[src/rtl/wb_stage.sv]
// Writeback stage: merges ALU results with buffered, formatted LSU load results into one register-file write per cycle.
// Optional forwarding ports from the registered write outputs are enabled by defining WB_FWD_EN.
module wb_stage #(
  parameter int XLEN       = 32,
  parameter int STARVE_MAX = 4
) (
  input  logic            clk,
  input  logic            reset,
  input  logic            alu_valid,
  input  logic [4:0]      alu_rd,
  input  logic [XLEN-1:0] alu_data,
  output logic            alu_stall,
  input  logic            lsu_valid,
  output logic            lsu_ready,
  input  logic [4:0]      lsu_rd,
  input  logic [2:0]      lsu_funct3,
  input  logic [1:0]      lsu_byte_off,
  input  logic [XLEN-1:0] lsu_rdata,
  output logic            is_write,
  output logic [4:0]      wb_addr,
  output logic [XLEN-1:0] wb_data
`ifdef WB_FWD_EN
  ,
  input  logic [4:0]      rs1_addr,
  input  logic [4:0]      rs2_addr,
  output logic            fwd_rs1_hit,
  output logic            fwd_rs2_hit,
  output logic [XLEN-1:0] fwd_data
`endif
);

  localparam logic [3:0] LP_STARVE_MAX = 4'(STARVE_MAX);

  typedef enum logic {
    S_EMPTY = 1'b0,
    S_HELD  = 1'b1
  } state_t;

  state_t          r_state;
  state_t          w_state_next;
  logic [4:0]      r_buf_rd;
  logic [XLEN-1:0] r_buf_data;
  logic [3:0]      r_starve_cnt;

  logic            w_held;
  logic            w_capture;
  logic            w_buf_win;
  logic            w_alu_win;
  logic [4:0]      w_wr_rd;
  logic [XLEN-1:0] w_wr_data;
  logic            w_wr_en;
  logic [7:0]      w_byte;
  logic [15:0]     w_half;
  logic [XLEN-1:0] w_fmt;

  assign w_held    = (r_state == S_HELD);
  assign lsu_ready = ~w_held & ~reset;
  assign alu_stall = w_held & (r_starve_cnt == LP_STARVE_MAX);
  assign w_capture = lsu_valid & lsu_ready;

  // Load data is formatted on the way into the buffer so the drain path is a plain mux.
  always_comb begin
    w_byte = lsu_rdata[{lsu_byte_off, 3'b000} +: 8];
    w_half = lsu_rdata[{lsu_byte_off[1], 4'b0000} +: 16];
    case (lsu_funct3)
      3'b000:  w_fmt = {{24{w_byte[7]}}, w_byte};
      3'b100:  w_fmt = {24'd0, w_byte};
      3'b001:  w_fmt = {{16{w_half[15]}}, w_half};
      3'b101:  w_fmt = {16'd0, w_half};
      default: w_fmt = lsu_rdata;
    endcase
  end

  always_comb begin
    w_buf_win = 1'b0;
    w_alu_win = 1'b0;
    if (alu_stall) begin
      w_buf_win = 1'b1;
    end else if (alu_valid) begin
      w_alu_win = 1'b1;
    end else if (w_held) begin
      w_buf_win = 1'b1;
    end
  end

  assign w_wr_rd   = w_buf_win ? r_buf_rd : alu_rd;
  assign w_wr_data = w_buf_win ? r_buf_data : alu_data;
  assign w_wr_en   = (w_buf_win | w_alu_win) & (w_wr_rd != 5'd0);

  always_comb begin
    w_state_next = r_state;
    case (r_state)
      S_EMPTY: if (w_capture) w_state_next = S_HELD;
      S_HELD:  if (w_buf_win) w_state_next = S_EMPTY;
      default: w_state_next = S_EMPTY;
    endcase
  end

  always_ff @(posedge clk) begin
    if (reset) begin
      r_state <= S_EMPTY;
    end else begin
      r_state <= w_state_next;
    end
  end

  always_ff @(posedge clk) begin
    if (reset) begin
      r_buf_rd   <= 5'd0;
      r_buf_data <= '0;
    end else if (w_capture) begin
      r_buf_rd   <= lsu_rd;
      r_buf_data <= w_fmt;
    end
  end

  // Counts ALU wins over a waiting load; at the limit the load is forced through.
  always_ff @(posedge clk) begin
    if (reset) begin
      r_starve_cnt <= 4'd0;
    end else if (w_buf_win || !w_held) begin
      r_starve_cnt <= 4'd0;
    end else if (w_alu_win && (r_starve_cnt != LP_STARVE_MAX)) begin
      r_starve_cnt <= r_starve_cnt + 4'd1;
    end
  end

  // x0 destinations are consumed but leave the address/data registers untouched.
  always_ff @(posedge clk) begin
    if (reset) begin
      is_write <= 1'b0;
      wb_addr  <= 5'd0;
      wb_data  <= '0;
    end else if (w_wr_en) begin
      is_write <= 1'b1;
      wb_addr  <= w_wr_rd;
      wb_data  <= w_wr_data;
    end else begin
      is_write <= 1'b0;
    end
  end

`ifdef WB_FWD_EN
  assign fwd_rs1_hit = ~reset & is_write & (wb_addr == rs1_addr) & (rs1_addr != 5'd0);
  assign fwd_rs2_hit = ~reset & is_write & (wb_addr == rs2_addr) & (rs2_addr != 5'd0);
  assign fwd_data    = reset ? '0 : wb_data;
`endif

endmodule
[config.mk]
export PLATFORM = sky130hd
export DESIGN_NAME = wb_stage
export DESIGN_NICKNAME = d
export VERILOG_FILES = /design/src/rtl/wb_stage.sv
export SDC_FILE = /design/constraint.sdc
export NUM_CORES = 1
export LEC_CHECK = 0
export CAP_MARGIN = 0
export CORE_ASPECT_RATIO = 0.6
export CORE_UTILIZATION = 52
export CTS_CLUSTER_SIZE = 14
export DETAILED_ROUTE_END_ITERATION = 8
export PLACE_DENSITY_LB_ADDON = 0.3
export SLEW_MARGIN = 0
export SYNTH_ARGS = -nofsm -noshare
export SYNTH_HDL_FRONTEND = slang
export SYNTH_SLANG_ARGS = --single-unit
export TNS_END_PERCENT = 10
[constraint.sdc]
create_clock -name clk -period 5.2 [get_ports clk]
set_input_delay 0.52 -clock clk [delete_from_list [all_inputs] [get_ports clk]]
set_output_delay 0.52 -clock clk [all_outputs]
set_load 0.005 [all_outputs]
Word level (Yosys, flattened, before mapping)
Cells that the tools add are included.
{ "classes": {"addsub": 1, "n_eq_ne": 5, "n_shift": 2, "n_mux": 12, "bitwise_logic": 7, "n_reduce_logical": 6} }
{ "op_table": {"columns": ["cell", "n"], "rows": [
  ["$pmux W32 S4", 1],
  ["$mux W32", 1],
  ["$shiftx A32 B6 Y16", 1],
  ["$shiftx A32 B6 Y8", 1],
  ["$mux W1", 8],
  ["$eq A3 B3 Y1 const B", 2],
  ["$mux W5", 1],
  ["$reduce_bool A5 Y1", 1],
  ["$add A4 B1 Y4 const B", 1],
  ["$and A1 B1 Y1", 4],
  ["$eq A4 B3 Y1 const B", 1],
  ["$ne A4 B3 Y1 const B", 1],
  ["$eq A3 B1 Y1 const B", 1],
  ["$logic_not A3 Y1", 1],
  ["$not A1 Y1", 2],
  ["$pmux W1 S2", 1],
  ["$reduce_or A2 Y1", 1],
  ["$logic_and A1 B1 Y1", 1],
  ["$logic_not A1 Y1", 1],
  ["$logic_or A1 B1 Y1", 1],
  ["$or A1 B1 Y1", 1]
]} }
{ "totals": {"regBits": 80, "inputBits": 83, "out_inout_bits": 40, "wordCells": 40} }

Longest topological paths before layout
Gate-level depths: netlist (run 1).
{ "depth": {"word_depth": 7, "mapped_depth": 9, "mapped_depth_nobuf": 7} }

Least setup slack after synthesis (run 1)
Ideal clock, no wire load.
{ "synth_timing": {"kind": "input port to flip-flop", "from": "input alu_rd[3]", "to": "register wb_data[10]", "t_arrival_ns": 1.965, "slack_ns": 3.114, "path_stages": 6, "path_buffers": 2, "cell_sequence": "or4_1 -> o211ai_1 -> and3_1 -> buf_6 -> buf_12 -> mux2_4"} }
{ "synth_via": {"elab_chain_len": 3} }
{ "synth_rtl": {"columns": ["item", "line_no", "text"], "rows": [
  ["from (decl)", "10", "input logic [4:0] alu_rd,"],
  ["$mux W5", "86", "assign w_wr_rd = w_buf_win ? r_buf_rd : alu_rd;"],
  ["$reduce_bool A5 Y1", "88", "assign w_wr_en = (w_buf_win | w_alu_win) & (w_wr_rd != 5'd0);"],
  ["$and A1 B1 Y1", "88", null],
  ["to (signal assigned)", "137", "wb_data <= w_wr_data;"],
  ["to (decl)", "21", "output logic [XLEN-1:0] wb_data"]
]} }
No other way between the ends.
A chain may end at the register's enable or synchronous reset.

Worst setup path in the final report (run 1)
{ "layout_timing": {"from": "register r_starve_cnt[0]", "to": "register wb_data[0]"} }
{ "layout_via": {"elab_chain_len": 6} }
{ "layout_rtl": {"columns": ["item", "line_no", "text"], "rows": [
  ["from (decl)", "43", "logic [3:0] r_starve_cnt;"],
  ["from (signal assigned)", "124", "r_starve_cnt <= r_starve_cnt + 4'd1;"],
  ["$eq A4 B3 Y1 *", "58", "assign alu_stall = w_held & (r_starve_cnt == LP_STARVE_MAX);"],
  ["$and A1 B1 Y1 *", "58", null],
  ["$mux W1", "77", "if (alu_stall) begin"],
  ["$mux W5", "86", null],
  ["$reduce_bool A5 Y1", "88", null],
  ["$and A1 B1 Y1", "88", null]
]} }
Every way passes the cells marked *; elsewhere a longest branch is shown, timed or not.

==> results of run 1 <==
[critical path: stages, from the launching register on]
cell	delay, ps
sky130_fd_sc_hd__dfxtp_1	370
sky130_fd_sc_hd__inv_1	60
sky130_fd_sc_hd__ha_1	200
sky130_fd_sc_hd__nand4b_1	110
sky130_fd_sc_hd__buf_4	410
sky130_fd_sc_hd__inv_1	80
sky130_fd_sc_hd__buf_4	260
sky130_fd_sc_hd__o211ai_2	110
sky130_fd_sc_hd__and3_2	990
sky130_fd_sc_hd__mux2_2	420
[per-stage QoR]
step / setup slack (ps) / cells
2_1_floorplan: 3110 / 511
3_3_place_gp: 2050 / 698
3_5_place_dp: 1960 / 698
4_1_cts: 2040 / 714
5_1_grt: 1850 / 714
6_report: 2010 / 714
[area by class of cell]
class	count	area [um2]	share of cell area
Sequential cell	80	1600	0.275
Clock inverter	6	60.1	0.0103
Inverter	8	30.0	0.00516
Tap cell	108	135	0.0232
Clock buffer	10	229	0.0394
Timing Repair Buffer	128	1260	0.217
Multi-Input combinational cell	374	2500	0.429
[power breakdown]
group / switching, uW / internal, uW
Combinational: 140 / 183
Clock: 252 / 369
Sequential: 26.4 / 658
[Yosys cell counts, drive strengths merged, types with 2 or more instances]
library cell	number
a211oi	5
a21oi	69
a221oi	3
a22o	3
a311oi	2
and3	20
buf	13
clkbuf	36
dfxtp	80
ha	2
inv	8
mux2	38
mux2i	13
nand2	22
nand2b	7
nand3	37
nor2	15
nor2b	45
nor3	4
nor4	4
o211ai	2
o21ai	59
o221ai	6
or3	3
or4	2
[layer usage]
metal / global-route usage / vias up / routed length (um)
met5: 0 / - / 0
met4: 0.122 / 0 / 245
met3: 0.0672 / 28 / 1250
met2: 0.473 / 250 / 5710
met1: 0.425 / 2007 / 5830
li1: - / 2003 / -
[flip-flops by register name (all words and copies together) (netlist names)]
register	count
r_starve_cnt	4
is_write	1
wb_addr	5
r_buf_data	32
r_state	1
wb_data	32
r_buf_rd	5
[cell families (layout without fill, tap and decap cells)]
logic type | count (synthesis) | in the layout | share of synthesized area
compound gates | 154 | 154 | 0.197
xor+xnor | 2 | 2 | 0.00401
fa+ha+maj | 2 | 2 | 0.00572
buf+inv | 57 | 152 | 0.0644
flops | 80 | 80 | 0.366
mux | 52 | 52 | 0.158
simple gates | 164 | 164 | 0.205
[path summary, 6_finish.rpt]
kind                            slack, ps  cells past startpoint       endpoint             from
worst min register to register        460                      2  r_buf_data[2]    r_buf_data[2]
worst max register to register       2010                      9     wb_data[0]  r_starve_cnt[0]
worst min-delay path                  460                      2  r_buf_data[2]    r_buf_data[2]
worst max-delay path                 2010                      9     wb_data[0]  r_starve_cnt[0]
==> results.sh, run 1 <==
export IMPL_run_status="complete, no violations"
export IMPL_period_share=0.614
export IMPL_ys_flop_type="sky130_fd_sc_hd__dfxtp_1"
export IMPL_cts_hold_repair_buffers=0
export IMPL_non_filler_cell_area_final_um2=5820
export IMPL_cts_clk_slew_worst_paths_ps=60
export IMPL_mostFrequentLayoutCell="sky130_fd_sc_hd__clkdlybuf4s50_1"
export IMPL_worst_slew_pin_slew_ps=1290
export IMPL_timing_critical_path_arrival_ps=3430
export IMPL_synthesis_area_um2=4370
export IMPL_max_vdd_ir_drop_uv=153
export IMPL_power_density_nw_per_um2=280
export IMPL_hold_path_class="flip-flop to flip-flop"
export IMPL_grt_start_max_net_pins=74
export IMPL_area_growth_synth_to_final_pct=33.0
export IMPL_antenna_found_initial=0
export IMPL_numCtsBuffers=9
export IMPL_report_final_slew_viol_count=0
export IMPL_layout_filler_cells=617
export IMPL_gpl_final_weighted_congestion=0.915
export IMPL_first_iter_violations=461
export IMPL_synth_cell_type_count=46
export IMPL_postCtsSetupRepairBufs=0
export IMPL_clock_tree_buffer_depth=2
export IMPL_cap_violations=0
export IMPL_fin_nets=686
export IMPL_setup_tns_final_ps=0
export IMPL_rsz_0062_raised_after_global_routing="false"
export IMPL_fin_skew_ps=3.72
export IMPL_average_routed_wire_per_standard_cell_um=18.2
export IMPL_final_global_route_overflow_total=0
export IMPL_floorplan_core_area_um2=8010
export IMPL_post_synth_edffs=0
export IMPL_critPathRequiredTime_ps=5440
export IMPL_yosysWarnings=0
export IMPL_utilization=0.726
export IMPL_vias=4288
export IMPL_drive_gt1_frac=0.111
export IMPL_rows=25
export IMPL_power_uw=1630
export IMPL_final_hold_violation_count=0
export IMPL_number_of_instances_in_the_synthesized_netlist=511
export IMPL_synth_seq_area_share=0.366
export IMPL_die_width_um=120
export IMPL_drcViolationCount=0
export IMPL_final_wirelength_um=13000
export IMPL_whs_ps=460
export IMPL_timing_slew_headroom=0.135
export IMPL_cts_tree="done"
export IMPL_post_route_min_period_ps=3190
export IMPL_number_of_antenna_repair_diodes=0
export IMPL_detail_route_antenna_nets=0
export IMPL_grt_pass1_wl_um=20700
export IMPL_ctsRootBufferMaster="sky130_fd_sc_hd__clkbuf_16"
export IMPL_drt_pass1_iterations=5
export IMPL_die_y_um=73.0
export IMPL_grt_pass1_vias=4047
export IMPL_synth_fp_nets=596
export IMPL_dieArea_um2=8790
export IMPL_worstSkewPairLatency_ps=350
export IMPL_post_synth_cell_area_avg_um2=8.56
export IMPL_sinks_on_clock_net=80
export IMPL_power_leakage_uw=0.00234
export IMPL_starting_density_of_the_core=0.546
export IMPL_timing_critical_path_to_type="flip-flop"
export IMPL_ioPinCount=123
export IMPL_postSynthRegisterBits=80
export IMPL_cts_repair_resize_count=0
export IMPL_synth_top_cells_by_area="sky130_fd_sc_hd__dfxtp_1 (37%), sky130_fd_sc_hd__mux2_4 (10%), sky130_fd_sc_hd__a21oi_1 (7.9%)"
export IMPL_yosys_area_top_type="sky130_fd_sc_hd__dfxtp_1"
export IMPL_synth_top_area_frac=0.366
export IMPL_crit_path_max_fanout=40
export IMPL_report_final_setup_viol=0
export IMPL_grtUsageTotal=0.308
export IMPL_cts_htree_levels=3
export IMPL_asyncSetResetFlopFracSynth=0
export IMPL_postPlaceCellArea_um2=5530
export IMPL_path_class="flip-flop to flip-flop"
export IMPL_fmax_mhz=313
export IMPL_leading_cell_types_in_the_layout_fill_and_taps_excluded="sky130_fd_sc_hd__clkdlybuf4s50_1 (121), sky130_fd_sc_hd__dfxtp_1 (80), sky130_fd_sc_hd__a21oi_1 (69), sky130_fd_sc_hd__o21ai_0 (59), sky130_fd_sc_hd__nor2b_1 (43)"
export IMPL_routed_vias_inst=6.01
export IMPL_portBuffers=122
export IMPL_crit_path_start_kind="flip-flop"
export IMPL_place_detailed_hpwl_um=8870
No activity file was read; power rests on OpenSTA's default activity.
==> run 2, diff against run 1 <==
- CORE_UTILIZATION: 52 -> 44
- clock period: 5.2 -> 2.8 ns (I/O delays scaled with it)
==> run 2 against run 1 <==
Against the previous run: non-clock buffer count increased by 12; largest power group unchanged; flip-flop and latch count unchanged; largest cell class unchanged; sequential share of layout area shrank 0.71 points.
==> results.sh, run 2 (synthesis gave the netlist of run 1 again) <==
export IMPL_average_routed_wire_per_standard_cell_um=17.9
export IMPL_critical_path_endpoint="alu_stall"
export IMPL_regToRegEndpoint="wb_data[13]"
export IMPL_r2r_start="r_starve_cnt[0]"
export IMPL_power_density_nw_per_um2=515
export IMPL_crit_path_start_kind="flip-flop"
export IMPL_final_global_route_overflow_total=0
export IMPL_cap_violations=0
export IMPL_ioPinCount=123
export IMPL_cts_hold_repair_buffers=0
export IMPL_portBuffers=122
export IMPL_report_final_setup_viol=0
export IMPL_starting_density_of_the_core=0.466
export IMPL_floorplan_core_area_um2=9390
export IMPL_rsz_0062_raised_after_global_routing="false"
export IMPL_post_route_min_period_ps=2510
export IMPL_area_growth_synth_to_final_pct=36.5
export IMPL_fmax_mhz=399
export IMPL_vias=4300
export IMPL_postCtsSetupRepairBufs=0
export IMPL_grt_pass1_vias=3934
export IMPL_globalRouteMet1Util=0.401
export IMPL_detail_route_antenna_nets=0
export IMPL_report_final_slew_viol_count=0
export IMPL_leading_cell_types_in_the_layout_fill_and_taps_excluded="sky130_fd_sc_hd__clkdlybuf4s50_1 (121), sky130_fd_sc_hd__dfxtp_1 (80), sky130_fd_sc_hd__a21oi_1 (69), sky130_fd_sc_hd__o21ai_0 (59), sky130_fd_sc_hd__nor2b_1 (43)"
export IMPL_path_class="flip-flop to primary output"
export IMPL_fin_skew_ps=3.32
export IMPL_timing_reg2reg_worst_path_depth=8
export IMPL_timing_critical_path_to_type="primary output"
export IMPL_grt_util_met2=0.372
export IMPL_max_vdd_ir_drop_uv=337
export IMPL_first_iter_violations=376
export IMPL_top_regs="r_buf_data x32, wb_data x32"
export IMPL_crit_path_max_fanout=13
export IMPL_worstSkewPairLatency_ps=340
export IMPL_worst_slew_pin_slew_ps=781
export IMPL_layout_filler_cells=812
export IMPL_gpl_final_weighted_congestion=0.958
export IMPL_power_uw=3080
export IMPL_number_of_antenna_repair_diodes=0
export IMPL_sinks_on_clock_net=80
export IMPL_setup_tns_final_ps=0
export IMPL_grt_start_max_net_pins=81
export IMPL_period_share=0.895
export IMPL_utilization=0.636
export IMPL_cts_clk_slew_worst_paths_ps=60
export IMPL_critPathRequiredTime_ps=2520
export IMPL_final_cell_count_no_fill=748
export IMPL_drive_gt1_frac=0.126
export IMPL_cts_tree="done"
export IMPL_drcViolationCount=0
export IMPL_timing_critical_path_arrival_ps=2230
export IMPL_numCtsBuffers=9
export IMPL_antenna_found_initial=0
export IMPL_placed_cells=732
export IMPL_dieArea_um2=10400
export IMPL_clock_tree_buffer_depth=2
export IMPL_final_wirelength_um=13400
export IMPL_timing_critical_path_from="r_starve_cnt[0]"
export IMPL_die_y_um=79.2
export IMPL_cts_htree_levels=3
export IMPL_hold_path_class="flip-flop to flip-flop"
export IMPL_final_hold_violation_count=0
export IMPL_place_detailed_hpwl_um=9770
export IMPL_grt_util_met3=0.0681
export IMPL_power_leakage_uw=0.00242
export IMPL_cts_repair_resize_count=0
export IMPL_die_width_um=131
export IMPL_mostFrequentLayoutCell="sky130_fd_sc_hd__clkdlybuf4s50_1"
export IMPL_ctsRootBufferMaster="sky130_fd_sc_hd__clkbuf_16"
export IMPL_rows=27
export IMPL_grtUsageTotal=0.266
export IMPL_routed_vias_inst=5.75
export IMPL_reg2reg_setup_slack_ps=560
export IMPL_hold_path_startpoint="r_buf_data[0]"
export IMPL_timing_slew_headroom=0.479
export IMPL_fin_nets=698
export IMPL_run_status="complete, no violations"
export IMPL_drt_pass1_iterations=5
export IMPL_global_route_peak_usage_layer="met1"
export IMPL_grt_pass1_wl_um=20900
export IMPL_whs_ps=450
[run 2: cell types whose count changed in the layout (fill, tap and decap cells not counted), sizes merged]
cell and change:
buf +12, clkbuf +3, clkinv -1, clkinvlp -2
[run 2: how the worst min path moves through the flow]
stage	end	slack, ps	cells after the start
floorplan	r_buf_rd[0]	420	2
global placement	r_buf_data[5]	440	2
detailed placement	r_buf_data[1]	440	2
CTS	r_buf_data[1]	450	2
global route	r_buf_data[6]	470	2
finish	r_buf_data[0]	450	2
[run 2: worst max-delay path: stages (launching register included)]
cell                              delay (ps)
sky130_fd_sc_hd__dfxtp_1                 330
sky130_fd_sc_hd__inv_1                    60
sky130_fd_sc_hd__ha_1                    170
sky130_fd_sc_hd__nand4b_1                340
sky130_fd_sc_hd__inv_1                   250
sky130_fd_sc_hd__buf_4                   220
sky130_fd_sc_hd__clkdlybuf4s50_1         520
[run 2: routing by layer]
layer / vias to the layer above / share of wire
met2: 209 / 0.42
met3: 10 / 0.094
li1: 2031 / -
met5: - / 0
met1: 2050 / 0.48
met4: 0 / 0.0069
[run 2: where the power goes]
group	internal, uW	total (uW)	switching [uW]	leakage [uW]
clock	737	1190	448	0.000150
sequential	1220	1270	45.8	0.000658
combinational	355	624	270	0.00161
total	2310	3080	764	0.00242
[run 2: final cells by class]
cell class,instances,area [um2],area share
multi-input cells,374,2500,0.418
flip-flops and latches,80,1600,0.268
repair buffers,140,1380,0.231
clock buffers,13,260,0.0436
well taps,130,163,0.0272
clock inverters,3,40.0,0.00671
inverters,8,30.0,0.00503
[run 2: through the flow]
stage	area [um2]	setup WS [ps]
2_1_floorplan	4370	951
3_3_place_gp	5670	414
3_5_place_dp	5670	302
4_1_cts	5970	314
5_1_grt	5970	167
6_report	5970	294
==> run 3, diff against run 2 <==
- SETUP_SLACK_MARGIN: unset -> 0.4
==> run 3 against run 2 <==
Against the previous run: count of clock-buffer cells in the layout stayed put; sequential share of layout area hardly changed; clock power hardly changed; hold slack hardly changed; register-to-register slack better by 90 ps; clock skew is 0.83 ps higher; sequential power hardly changed; flip-flop and latch count stayed put; critical path depth stayed put; combinational power hardly changed; global-route usage is 0.15 points higher; first-iteration DRC count is 4.3% lower.
==> results.sh, run 3 (synthesis gave the netlist of run 1 again) <==
export IMPL_timing_critical_path_to_type="primary output"
export IMPL_power_uw=3070
export IMPL_post_route_min_period_ps=2210
export IMPL_ioPinCount=123
export IMPL_reg2reg_setup_slack_ps=650
export IMPL_grt_pass1_wl_um=21000
export IMPL_cpMostUsedCell="sky130_fd_sc_hd__inv_1"
export IMPL_grt_start_max_net_pins=81
export IMPL_ctsRootBufferMaster="sky130_fd_sc_hd__clkbuf_16"
export IMPL_starting_density_of_the_core=0.466
export IMPL_die_width_um=131
export IMPL_leading_cell_types_in_the_layout_fill_and_taps_excluded="sky130_fd_sc_hd__clkdlybuf4s50_1 (121), sky130_fd_sc_hd__dfxtp_1 (80), sky130_fd_sc_hd__a21oi_1 (69), sky130_fd_sc_hd__o21ai_0 (59), sky130_fd_sc_hd__nor2b_1 (43)"
export IMPL_routed_vias_inst=5.70
export IMPL_utilization=0.636
export IMPL_crit_path_start_kind="flip-flop"
export IMPL_portBuffers=122
export IMPL_postCtsSetupRepairBufs=1
export IMPL_regToRegEndpoint="wb_data[31]"
export IMPL_top_regs="r_buf_data x32, wb_data x32"
export IMPL_p_switching_uw=760
export IMPL_max_vdd_ir_drop_uv=335
export IMPL_power_leakage_uw=0.00242
export IMPL_fin_nets=699
export IMPL_setup_tns_final_ps=0
export IMPL_final_cell_count_no_fill=749
export IMPL_gpl_final_weighted_congestion=0.958
export IMPL_drive_gt1_frac=0.128
export IMPL_drcViolationCount=0
export IMPL_cellInternalPower_uw=2310
export IMPL_dieArea_um2=10400
export IMPL_report_final_slew_viol_count=0
export IMPL_final_wirelength_um=13400
export IMPL_vias=4268
export IMPL_r2r_start="r_buf_rd[0]"
export IMPL_antenna_found_initial=0
export IMPL_whs_ps=450
export IMPL_fin_skew_ps=4.15
export IMPL_place_detailed_hpwl_um=9770
export IMPL_numCtsBuffers=9
export IMPL_period_share=0.789
export IMPL_report_final_setup_viol=0
export IMPL_worst_slew_pin_slew_ps=789
export IMPL_number_of_antenna_repair_diodes=0
export IMPL_final_global_route_overflow_total=0
export IMPL_path_class="flip-flop to primary output"
export IMPL_floorplan_core_area_um2=9390
export IMPL_layout_filler_cells=808
export IMPL_critical_path_max_stage_delay_ps=520
export IMPL_cts_clk_slew_worst_paths_ps=60
export IMPL_critical_path_endpoint="alu_stall"
export IMPL_average_routed_wire_per_standard_cell_um=17.9
export IMPL_area_growth_synth_to_final_pct=36.7
export IMPL_cts_htree_levels=3
export IMPL_final_hold_violation_count=0
export IMPL_rsz_0062_raised_after_global_routing="false"
export IMPL_comb_power_share=0.203
export IMPL_placed_cells=732
export IMPL_crit_path_max_fanout=13
export IMPL_clock_tree_buffer_depth=2
export IMPL_rows=27
export IMPL_detail_route_antenna_nets=0
export IMPL_timing_slew_headroom=0.474
export IMPL_mostFrequentLayoutCell="sky130_fd_sc_hd__clkdlybuf4s50_1"
export IMPL_grtUsageTotal=0.268
export IMPL_critPathRequiredTime_ps=2520
export IMPL_crit_chain="inv_1, ha_1, nand4b_1, inv_1, buf_4, clkdlybuf4s50_1"
export IMPL_clock_power_share=0.384
export IMPL_timing_critical_path_from="r_starve_cnt[0]"
export IMPL_run_status="complete, no violations"
export IMPL_timing_reg2reg_worst_path_depth=5
export IMPL_fmax_mhz=452
export IMPL_seq_power_share=0.413
export IMPL_cts_repair_resize_count=0
export IMPL_grt_pass1_vias=3949
export IMPL_critPathSlowestCell="sky130_fd_sc_hd__clkdlybuf4s50_1"
export IMPL_die_y_um=79.2
export IMPL_sinks_on_clock_net=80
export IMPL_swShare=0.247
export IMPL_cts_tree="done"
export IMPL_cap_violations=0
export IMPL_first_iter_violations=360
export IMPL_hold_path_class="flip-flop to flip-flop"
export IMPL_timing_critical_path_arrival_ps=1930
export IMPL_power_density_nw_per_um2=514
export IMPL_worstSkewPairLatency_ps=340
export IMPL_drt_pass1_iterations=4
export IMPL_cts_hold_repair_buffers=0
run 3: cell count changes in the layout (fill, tap and decap cells not counted):
cell                    previous run  this run
sky130_fd_sc_hd__buf_4            17        18
run 3: cell type report:
cell class | instances | area [um2] | area share
multi-input cells | 374 | 2500 | 0.418
repair buffers | 141 | 1390 | 0.232
clock inverters | 3 | 40.0 | 0.00670
well taps | 130 | 163 | 0.0272
flip-flops and latches | 80 | 1600 | 0.268
inverters | 8 | 30.0 | 0.00502
clock buffers | 13 | 260 | 0.0435
run 3: through the flow:
stage | area [um2] | worst slack [ps]
detailed placement | 5670 | 302
floorplan | 4370 | 951
finish | 5980 | 590
CTS | 5980 | 595
global route | 5980 | 493
global placement | 5670 | 414
run 3: critical path: cells and delay by family, from the launching register on:
| family | cells | cell delay, ps |
|---|---|---|
| fa+ha+maj | 1 | 170 |
| flops | 1 | 330 |
| buf+inv | 4 | 940 |
| simple gates | 1 | 150 |
run 3: power groups by stage:
| stage | sequential [uW] | combinational [uW] | clock (uW) |
|---|---|---|---|
| 6_report | 1270 | 625 | 1180 |
| 5_1_grt | 1280 | 671 | 1250 |
| 4_1_cts | 1270 | 620 | 1200 |
| 3_5_place_dp | 1290 | 617 | 0 |
| 3_3_place_gp | 1290 | 599 | 0 |
| 2_1_floorplan | 1280 | 329 | 0 |
run 3: metal layers:
layer	global-route usage	vias up	routed length (um)
met5	0	-	0
met4	0.0575	0	99
met3	0.0681	10	1190
met2	0.376	204	5700
met1	0.402	2021	6410
li1	-	2033	-
run 3: worst min path at each step:
stage                       start            end  slack (ps)  cells after the start
floorplan               lsu_rd[0]    r_buf_rd[0]         420                      2
global placement    r_buf_data[5]  r_buf_data[5]         440                      2
detailed placement  r_buf_data[1]  r_buf_data[1]         440                      2
CTS                 r_buf_data[1]  r_buf_data[1]         450                      2
global route        r_buf_data[6]  r_buf_data[6]         470                      2
finish              r_buf_data[0]  r_buf_data[0]         450                      2
